[src/rtl/b10_pkg.sv]
// Shared types and constants for the b10 voting controller and its remote peer.
package b10_pkg;

    localparam int VOTE_W = 4;

    localparam logic [VOTE_W-1:0] VOTE_ACCEPT = 4'h6;
    localparam logic [VOTE_W-1:0] VOTE_ZERO   = 4'h0;

    typedef enum logic [2:0] {
        IDLE,
        REQ,
        ACK_WAIT,
        REP_WAIT,
        REP_DRIVE,
        REP_CLOSE,
        HALT
    } peer_state_t;

endpackage

[src/rtl/b10_sat_counter.sv]
// Up-counter that sticks at all-ones instead of wrapping.
module b10_sat_counter #(
    parameter int W = 8
) (
    input  logic         clock,
    input  logic         reset,
    input  logic         inc,
    output logic [W-1:0] count
);

    // NOTE: registers are written with <= so every flop samples pre-edge values.
    always_ff @(posedge clock or negedge reset) begin
        if (!reset) begin
            count <= '0;
        end else if (inc && (count != '1)) begin
            count <= count + W'(1);
        end
    end

endmodule

[src/rtl/b10_vote_peer.sv]
// Remote handshake partner for b10: requests a vote, accepts it or answers with a
// corrected vote, and raises a sticky error after too many consecutive rejections.
module b10_vote_peer
    import b10_pkg::*;
#(
    parameter logic [VOTE_W-1:0] ACCEPT_VOTE = VOTE_ACCEPT,
    parameter logic [VOTE_W-1:0] REPLY_VOTE  = VOTE_ACCEPT,
    parameter int                CNT_W       = 8,
    parameter int                MAX_RETRY   = 3
) (
    input  logic              clock,
    input  logic              reset,
    input  logic              enable,
    input  logic              cts,
    input  logic              ctr,
    input  logic [VOTE_W-1:0] v_out,
    output logic              rtr,
    output logic              rts,
    output logic [VOTE_W-1:0] v_in,
    output logic [VOTE_W-1:0] last_vote,
    output logic [CNT_W-1:0]  accept_cnt,
    output logic [CNT_W-1:0]  reject_cnt,
    output logic              busy,
    output logic              err
);

    localparam logic [3:0] RETRY_LIMIT = 4'(MAX_RETRY);

    peer_state_t       state, state_nxt;
    logic [3:0]        retry_cnt, retry_nxt;
    logic              rtr_nxt, rts_nxt, err_nxt;
    logic [VOTE_W-1:0] v_in_nxt, last_vote_nxt;
    logic              acc_inc, rej_inc;

    always_ff @(posedge clock or negedge reset) begin
        if (!reset) state <= IDLE;
        else        state <= state_nxt;
    end

    // NOTE: every comb output gets a default first so no path leaves it unassigned (no latch).
    always_comb begin
        state_nxt = state;
        case (state)
            IDLE:      if (enable) state_nxt = REQ;
            REQ:       if (cts)    state_nxt = (v_out == ACCEPT_VOTE) ? ACK_WAIT : REP_WAIT;
            ACK_WAIT:  if (!cts)   state_nxt = IDLE;
            REP_WAIT:  if (ctr)    state_nxt = REP_DRIVE;
            REP_DRIVE: if (!ctr)   state_nxt = REP_CLOSE;
            REP_CLOSE: if (!cts)   state_nxt = (retry_cnt == RETRY_LIMIT) ? HALT : IDLE;
            HALT:      if (!enable) state_nxt = IDLE;
            default:   state_nxt = IDLE;
        endcase
    end

    always_comb begin
        rtr_nxt       = rtr;
        rts_nxt       = rts;
        v_in_nxt      = v_in;
        last_vote_nxt = last_vote;
        err_nxt       = err;
        retry_nxt     = retry_cnt;
        acc_inc       = 1'b0;
        rej_inc       = 1'b0;
        case (state)
            IDLE: if (enable) rtr_nxt = 1'b1;
            REQ: begin
                if (cts) begin
                    last_vote_nxt = v_out;
                    if (v_out == ACCEPT_VOTE) begin
                        rtr_nxt   = 1'b0;
                        acc_inc   = 1'b1;
                        retry_nxt = 4'd0;
                    end else begin
                        rej_inc   = 1'b1;
                        retry_nxt = (retry_cnt >= RETRY_LIMIT) ? RETRY_LIMIT : retry_cnt + 4'd1;
                    end
                end
            end
            REP_WAIT: begin
                if (ctr) begin
                    v_in_nxt = REPLY_VOTE;
                    rts_nxt  = 1'b1;
                end
            end
            REP_DRIVE: begin
                if (!ctr) begin
                    rts_nxt  = 1'b0;
                    rtr_nxt  = 1'b0;
                    v_in_nxt = VOTE_ZERO;
                end
            end
            REP_CLOSE: if (!cts && (retry_cnt == RETRY_LIMIT)) err_nxt = 1'b1;
            ACK_WAIT, HALT: ;
            default: begin
                rtr_nxt  = 1'b0;
                rts_nxt  = 1'b0;
                v_in_nxt = VOTE_ZERO;
            end
        endcase
    end

    always_ff @(posedge clock or negedge reset) begin
        if (!reset) begin
            rtr       <= 1'b0;
            rts       <= 1'b0;
            v_in      <= VOTE_ZERO;
            last_vote <= VOTE_ZERO;
            err       <= 1'b0;
            retry_cnt <= 4'd0;
        end else begin
            rtr       <= rtr_nxt;
            rts       <= rts_nxt;
            v_in      <= v_in_nxt;
            last_vote <= last_vote_nxt;
            err       <= err_nxt;
            retry_cnt <= retry_nxt;
        end
    end

    assign busy = (state != IDLE);

    b10_sat_counter #(.W(CNT_W)) u_accept_cnt (
        .clock (clock),
        .reset (reset),
        .inc   (acc_inc),
        .count (accept_cnt)
    );

    b10_sat_counter #(.W(CNT_W)) u_reject_cnt (
        .clock (clock),
        .reset (reset),
        .inc   (rej_inc),
        .count (reject_cnt)
    );

endmodule

[config.mk]
export PLATFORM = sky130hd
export DESIGN_NAME = b10_vote_peer
export DESIGN_NICKNAME = d
export VERILOG_FILES = /design/src/rtl/b10_pkg.sv /design/src/rtl/b10_sat_counter.sv /design/src/rtl/b10_vote_peer.sv
export SDC_FILE = /design/constraint.sdc
export NUM_CORES = 1
export LEC_CHECK = 0
export CAP_MARGIN = 30
export CORE_MARGIN = 3
export CORE_UTILIZATION = 25
export DETAILED_ROUTE_END_ITERATION = 8
export DONT_BUFFER_PORTS = 1
export PLACE_DENSITY = 0.45
export SLEW_MARGIN = 20
export SYNTH_ARGS = -nofsm -noshare
export SYNTH_HDL_FRONTEND = slang
export SYNTH_SLANG_ARGS = --single-unit
[constraint.sdc]
create_clock -name clock -period 3.13 [get_ports clock]
set_input_delay 0.626 -clock clock [delete_from_list [all_inputs] [get_ports clock]]
set_output_delay 0.626 -clock clock [all_outputs]
set_load 0.01 [all_outputs]
; Word level (Yosys, flattened, before mapping)
; Cells that the tools add are included.
; W data, S select, Z words.
[word_totals]
regBits = 34
inputBits = 9
out_inout_bits = 28
[classes]
n_addsub = 3
order_cmp = 1
n_eq_ne = 18
n_mux = 28
bitwise = 2
n_reduce_logical = 13
[ops]
columns = operator, n
row1 = $mux W3, 8
row2 = $pmux W3 S7, 1
row3 = $add A8 B1 Y8 const B, 2
row4 = $mux W4, 4
row5 = $ne A2 B2 Y1 const B, 8
row6 = $ne A8 B8 Y1 const B, 2
row7 = $mux W1, 12
row8 = $pmux W4 S3, 1
row9 = $eq A3 B3 Y1 const B, 3
row10 = $reduce_and A7 Y1, 1
row11 = $eq A3 B2 Y1 const B, 2
row12 = $reduce_and A5 Y1, 1
row13 = $reduce_or A5 Y1, 1
row14 = $add A4 B1 Y4 const B, 1
row15 = $eq A4 B2 Y1 const B, 1
row16 = $eq A4 B3 Y1 const B, 1
row17 = $ge A4 B2 Y1 const B, 1
row18 = $pmux W1 S4, 1
row19 = $reduce_and A2 Y1, 2
row20 = $reduce_or A4 Y1, 1
row21 = $eq A3 B1 Y1 const B, 1
row22 = $logic_and A1 B1 Y1, 3
row23 = $logic_not A3 Y1, 1
row24 = $pmux W1 S3, 1
row25 = 4 further kinds, 5

; Depth between registers and ports, before layout
; Gate-level depths: netlist (run 1).
[logic_depth]
word_depth = 5
mapped_depth = 5

; Cells and area by module
; From an unflattened synthesis (run 1), not the netlist that was laid out.
[hier_totals]
hier_cells = 155
area_unflattened_um2 = 1695.4
[modules_own_cells]
columns = mod, n_inst, cells_per_inst, area_each_um2, seq_area_each_um2
row1 = b10_vote_peer, 1, 87, 879.6, 350.3
row2 = b10_sat_counter, 2, 34, 407.9, 200.2

; Worst setup path after synthesis (run 1)
; Ideal clock, no wire load.
[synth_timing]
path_type = input -> register
from = input port cts
to = register state[0]
setup_time_ps = 128
t_arrival_ps = 1559
slack_ps = 1443
cell_stages = 4
path_cell_list = or4bb_1 o21ai_1 a311oi_2 mux2_1
[synth_via]
elab_chain_cells = 2
[synth_lines]
columns = item, line
row1 = from (decl), b10_vote_peer.sv:14  ; input logic cts,
row2 = $ne A2 B2 Y1 (no source line), --
row3 = $reduce_and A7 Y1 (no source line) (*), --
row4 = to (signal assigned), b10_vote_peer.sv:37  ; else state <= state_nxt;
row5 = to (decl), b10_vote_peer.sv:29  ; peer_state_t state, state_nxt;
; Every way passes the cells marked *; elsewhere a longest branch is shown, timed or not.
; A chain may end at the register's enable or synchronous reset.

; Worst setup path in the final report (run 1)
[layout_timing]
from = register state[1]
to = output port busy
[layout_via]
elab_chain_cells = 1
[layout_lines]
columns = item, line
row1 = $reduce_bool A3 Y1, b10_vote_peer.sv:120  ; assign busy = (state != IDLE);
row2 = to (decl), b10_vote_peer.sv:23  ; output logic busy,
; Every way passes these cells.

==> results of run 1 <==
[cells in the final DEF, fill, tap and decap left out, types with 2 or more instances in the layout]
cell type   n
nor3b_1     2
nor2_1      8
nand2_1     8
inv_1       5
clkbuf_8    5
nor2b_1     2
ha_1        3
xor2_1     10
conb_1      2
and4bb_2    2
xnor2_1     4
a21oi_1     7
nand4bb_1   2
nor3_1      4
mux2_2      7
o21ai_0     4
clkbuf_1    2
mux2_1      2
dfrtp_1    30
nand4_1     2
nand3_1     6
[layout make-up]
cell class	instances	area, µm²	share of cell area, %
clock buffers	7	76.32	4.649
inverters	6	22.52	1.372
multi-input cells	95	701.9	42.76
flip-flops and latches	30	750.7	45.73
well taps	72	90.09	5.488
[where the power goes]
part | total, mW | internal [mW] | leakage (nW) | switching (mW)
Sequential | 0.710 | 0.503 | 0.382 | 0.207
Clock | 0.288 | 0.153 | 0.0383 | 0.135
Combinational | 0.373 | 0.204 | 0.303 | 0.169
Total | 1.37 | 0.860 | 0.723 | 0.511
[flip-flops by register name, summed over array words and instances (netlist names)]
| name | count |
|---|---|
| rtr | 1 |
| err | 1 |
| last_vote | 4 |
| u_accept_cnt.count | 8 |
| v_in | 1 |
| retry_cnt | 4 |
| u_reject_cnt.count | 8 |
| state | 3 |
[synthesized netlist by cell type]
| master | instances | share of area (%) |
|---|---|---|
| buf_6 | 3 | 2.2 |
| or4bb_1 | 1 | 0.73 |
| nand2b_1 | 1 | 0.41 |
| nor3_1 | 4 | 1.3 |
| a2111oi_1 | 1 | 0.65 |
| or3b_2 | 1 | 0.57 |
| inv_2 | 1 | 0.24 |
| a311oi_2 | 1 | 0.97 |
| or2_2 | 1 | 0.41 |
| mux2i_1 | 1 | 0.65 |
| mux2_1 | 2 | 1.5 |
| xor2_1 | 10 | 5.7 |
| o21ai_0 | 4 | 1.3 |
| o211ai_2 | 1 | 0.81 |
| xnor2_1 | 4 | 2.3 |
| nand3_1 | 6 | 1.9 |
| nand2_1 | 8 | 1.9 |
| nand4_1 | 2 | 0.81 |
| nor3b_1 | 2 | 0.97 |
| nand4bb_1 | 2 | 1.5 |
| o32ai_1 | 1 | 0.57 |
| ha_1 | 3 | 2.4 |
| o211ai_1 | 1 | 0.49 |
| inv_1 | 5 | 1.2 |
| or3_2 | 1 | 0.49 |
| and4bb_2 | 2 | 1.6 |
| or2b_1 | 1 | 0.49 |
| a31oi_1 | 1 | 0.41 |
| buf_4 | 5 | 2.4 |
| a221oi_1 | 1 | 0.57 |
| nor2_1 | 8 | 1.9 |
| mux2_2 | 7 | 5.1 |
| dfrtp_1 | 30 | 49 |
| o2111ai_2 | 1 | 0.97 |
| nor2b_2 | 1 | 0.57 |
| o21ai_1 | 1 | 0.32 |
| a21oi_1 | 7 | 2.3 |
| nor2b_1 | 2 | 0.81 |
| nor3_2 | 1 | 0.65 |
| conb_1 | 1 | 0.24 |
| and3_1 | 1 | 0.41 |
| o41ai_1 | 1 | 0.57 |
[per-layer routing]
| layer | global-route usage (%) | wire length [µm] | vias up |
|---|---|---|---|
| met4 | 3.885 | 53 | 0 |
| met1 | 11.32 | 1380 | 475 |
| met5 | 0 | 0 | - |
| met3 | 5.005 | 278 | 7 |
| met2 | 13.17 | 1365 | 35 |
| li1 | - | - | 482 |
[cell families after synthesis]
kind of cell | count (synthesis) | share of synthesized area (%)
AOI/OAI and AO/OA | 21 | 9.894
xor gates and xnor gates | 14 | 7.948
adders and majority gates | 3 | 2.433
buffers and inverters | 14 | 6.083
DFF | 30 | 48.66
muxes | 10 | 7.218
other | 1 | 0.2431
and+or+nand+nor | 45 | 17.52
[final timing paths]
kind                            cells after the start                                end  slack, ns                startpoint
worst max-delay path                                1                               busy       1.15      state[1]$_DFFE_PN0P_
worst min-delay path                                0           retry_cnt[1]$_DFFE_PN0P_       0.04                     reset
worst max register to register                      4  u_accept_cnt.count[7]$_DFFE_PN0P_       1.23      state[1]$_DFFE_PN0P_
worst min register to register                      1           retry_cnt[3]$_DFFE_PN0P_       0.52  retry_cnt[3]$_DFFE_PN0P_
max in group asynchronous                           0  u_reject_cnt.count[4]$_DFFE_PN0P_       3.01                     reset
min in group clock                                  1                    err$_DFFE_PN0P_       0.46                       cts
[through the flow]
| step | worst slack, ns | cells | util [%] |
|---|---|---|---|
| floorplan | 1.443 | 139 | - |
| detailed placement | 1.251 | 203 | 27.25 |
| finish | 1.151 | 210 | 28.58 |
| CTS | 1.146 | 210 | 28.58 |
| global route | 1.057 | 210 | 28.58 |
| global placement | 1.332 | 203 | 27.25 |
==> summary.txt, run 1 <==
mapped cell area - 1543 µm²
die width - 84.56 µm
VDD IR-drop max - 0.4462 mV
category of the most critical setup path - flop to primary output
Pwr Density - 835.3 nW/µm²
crit path max-delay cell type - or3_2
detailed-route DRC error count - 0
Final ANT Viol Nets - 0
clock skew - 0.004582 ns
static leakage power - 0.7226 nW
layout cells sized above 1 - 16.67%
Initial Util - 26.86%
Vias - 999
Clock transition at path regs - 0.06 ns
core area - 5743 µm²
CP Max Fanout - 15
Max-cap violations - 0
latest clock arrival within the worst-skew pair - 0.28 ns
global route total overflow - 0
n_diodes - 0
Critical Path Start Type - flop
Hold Fails Final Rpt - 0
initial DRC count - 78
number of detailed-route iterations in the first pass - 4
slowest stage delay, CP - 0.55 ns
CTS root buf - clkbuf_8
worst-path cell chain - or3_2
# resized after CTS - 0
crit-path leading delay family - simple AND/OR/NAND/NOR gates
area delta synth->final - 6.407%
Total GRT Usage - 9.158%
worst hold slack - 0.04037 ns
IO Port Bufs - 0
Crit path buffers/inverters - 0
CTS tree - done
Crit. End Element - primary output
flops & latches, synth - 30
Pwr Total - 1.371 mW
final net count - 150
Final Max Slew Viols - 0
FMAX - 505.4 MHz
synthesized instance count - 138
post-synthesis cell type count - 42
Setup Fix Bufs, Post-CTS - 0
setup_tns - 0 ns
final worst-path cycle share - 63.22%
Critical Path RT - 2.50 ns
std cell rows - 27
# IOs - 37
final setup fails - 0
unrepaired setup endpoints after global routing - false
Placed Instance Area - 1565 µm²
first-pass GRT wire length - 5181 µm
area of the die - 7150 µm²
pin count of the biggest net entering global routing - 31
Post-CTS Hold Buffers - 0
crit path time final - 1.979 ns
initial antenna violation count - 0
Seq/Total Area, Yosys - 48.66%
vias in the first global route - 1009
GPL Wtd Cong - 0.7392
Wirelength per Cell - 14.65 µm
Synth Warn # - 0
Critical Path AT - 1.35 ns
Synth Area per Inst - 11.18 µm²
Fillers - 602
worst min path class - input pin to asynchronous set/reset pin
Via-to-Cell Ratio - 4.757
dpl hpwl - 2171 µm
outcome - completed
CTS Buf Count - 5
Total Wirelength - 3077 µm
Chip Height - 84.56 µm
# H-tree levels - 2
Final Cell Area - 1642 µm²
clk buf depth - 2
CTS Sinks - 30
Note: power is estimated with default switching activity, not from simulation.
==> run 2, diff against run 1 <==
- clock period: 3.13 -> 1.9 ns (I/O delays scaled with it)
==> run 2 against run 1 <==
Cell count rose by 3.3%. Routed wire length fell by 1.1%. Setup slack got worse by 1.1 ns. Flip-flop and latch count did not move. Register-to-register slack got worse by 1.1 ns. Critical endpoint unchanged.
==> summary.txt, run 2 (synthesis results as in run 1) <==
outcome - completed
Max-cap violations - 0
setup_tns - 0 ns
FMAX - 555.4 MHz
worst hold slack - 0.1939 ns
number of detailed-route iterations in the first pass - 4
Post-Layout Cell Count - 217
final worst-path cycle share - 94.77%
Hold Path Stages - 1
Vias - 1039
Critical Path Start Type - flop
latest clock arrival within the worst-skew pair - 0.28 ns
worst min path class - input pin to flop
area of the die - 7150 µm²
Total Wirelength - 3043 µm
Switching Share - 36.58%
CTS Buf Count - 5
Fillers - 605
Clock transition at path regs - 0.06 ns
Initial Util - 26.86%
Critical Path RT - 1.52 ns
met2 GRT Util - 13.52%
final setup fails - 0
Crit path buffers/inverters - 1
Wirelength per Cell - 14.02 µm
clock group share of total power - 22.0%
CP Max Fanout - 8
# H-tree levels - 2
crit path time final - 1.801 ns
crit-path leading delay family - simple AND/OR/NAND/NOR gates
pre-CTS setup slack - 0.1643 ns
min-delay src - cts
Flop pwr share - 47.4%
core area - 5743 µm²
die width - 84.56 µm
std cell rows - 27
dpl cells - 207
global route total overflow - 0
RR Startpoint - state[2]$_DFFE_PN0P_
# IOs - 37
Final ANT Viol Nets - 0
CTS tree - done
CTS root buf - clkbuf_8
Chip Height - 84.56 µm
final net count - 156
most frequent cells in the layout - dfrtp_1, xor2_1, nand2_1, nor2_1
clock skew - 0.005065 ns
VDD IR-drop max - 0.5104 mV
met3 usage - 4.024%
worst reg2reg endpoint - u_accept_cnt.count[7]$_DFFE_PN0P_
dpl hpwl - 2210 µm
Hold Fails Final Rpt - 0
Int Power - 1.507 mW
PnR worst setup slack - 0.09944 ns
GPL Wtd Cong - 0.7432
Crit. End Element - primary output
IO Port Bufs - 0
WHS Endpoint - err$_DFFE_PN0P_
initial DRC count - 33
routing usage on met1 - 11.41%
CTS Sinks - 30
GR peak layer - met2
initial antenna violation count - 0
area of the multi-input gates - 701.9 µm²
switching pwr - 869.0 µW
crit path max-delay cell type - or3_2
area delta synth->final - 11.35%
detailed-route DRC error count - 0
Gate power share - 30.6%
Total GRT Usage - 9.209%
Setup Fix Bufs, Post-CTS - 0
layout cells sized above 1 - 21.38%
first-pass GRT wire length - 5313 µm
largest registers - u_accept_cnt.count x8, u_reject_cnt.count x8
unrepaired setup endpoints after global routing - false
clk buf depth - 2
pin count of the biggest net entering global routing - 31
Via-to-Cell Ratio - 4.788
Final Max Slew Viols - 0
Pwr Density - 1383 nW/µm²
static leakage power - 0.7660 nW
vias in the first global route - 1103
reg2reg setup slack - 0.15 ns
Reg area - 752.0 µm²
n_diodes - 0
Critical Path AT - 1.42 ns
commonest non-fill, non-tap cell in the layout - dfrtp_1
R2R cell count - 4
worst-path cell chain - buf_4 > or3_2
slowest stage delay, CP - 0.50 ns
category of the most critical setup path - flop to primary output
run 2: cell count changes in the layout (fill, tap and decap cells not counted):
cell           delta
buf_4             +4
buf_12            +1
clkbuf_1          -1
clkbuf_8          +1
clkinv_2          +1
dfrtp_1           -1
dfrtp_2           +1
dlygate4sd3_1     +1
run 2: power groups by stage:
| stage | registers (mW) | clock network (mW) | logic, mW |
|---|---|---|---|
| floorplan | 1.05 | 0 | 0.686 |
| global placement | 1.12 | 0 | 0.693 |
| detailed placement | 1.13 | 0 | 0.714 |
| CTS | 1.13 | 0.550 | 0.739 |
| global route | 1.17 | 0.578 | 0.833 |
| finish | 1.13 | 0.523 | 0.727 |
run 2: stage by stage:
stage / power, mW / cell area [µm²] / util (%)
floorplan: 1.738 / 1546 / -
global placement: 1.815 / 1595 / 27.78
detailed placement: 1.848 / 1595 / 27.78
CTS: 2.415 / 1717 / 29.89
global route: 2.577 / 1718 / 29.91
finish: 2.376 / 1718 / 29.91
run 2: timing repair:
item,CTS,global route
hold endpoints to repair,30,0
gates resized for setup,0,1
setup endpoints to repair,0,3
hold buffers,2,0
run 2: metal layers:
metal | vias up | part of all wire [%]
met5 | - | 0
met4 | 0 | 2.1
met3 | 8 | 8.2
met2 | 38 | 45
met1 | 500 | 44
li1 | 493 | -
run 2: layout make-up:
type,instances,share of cell area [%]
Sequential cell,30,43.77
Multi-Input combinational cell,95,40.86
Tap cell,72,5.244
Clock buffer,7,5.025
Timing Repair Buffer,6,3.496
Inverter,6,1.311
Clock inverter,1,0.2913
run 2: worst reg2reg max path: cells and delay by family (launching register included):
kind / cells / cell delay [ns]
xor gates and xnor gates: 1 / 0.18
DFF: 1 / 0.50
and+or+nand+nor: 2 / 0.76
AOI/OAI and AO/OA: 1 / 0.23
run 2: worst max path at each step:
| stage | slack, ns | start | cells after the start | end |
|---|---|---|---|---|
| finish | 0.1 | state[1]$_DFFE_PN0P_ | 2 | busy |
| global route | 0.03 | state[2]$_DFFE_PN0P_ | 4 | u_accept_cnt.count[7]$_DFFE_PN0P_ |
| CTS | 0.09 | state[1]$_DFFE_PN0P_ | 2 | busy |
| detailed placement | 0.16 | state[0]$_DFFE_PN0P_ | 4 | u_accept_cnt.count[7]$_DFFE_PN0P_ |
| global placement | 0.23 | state[0]$_DFFE_PN0P_ | 4 | u_accept_cnt.count[7]$_DFFE_PN0P_ |
| floorplan | 0.37 | state[2]$_DFFE_PN0P_ | 5 | state[0]$_DFFE_PN0P_ |
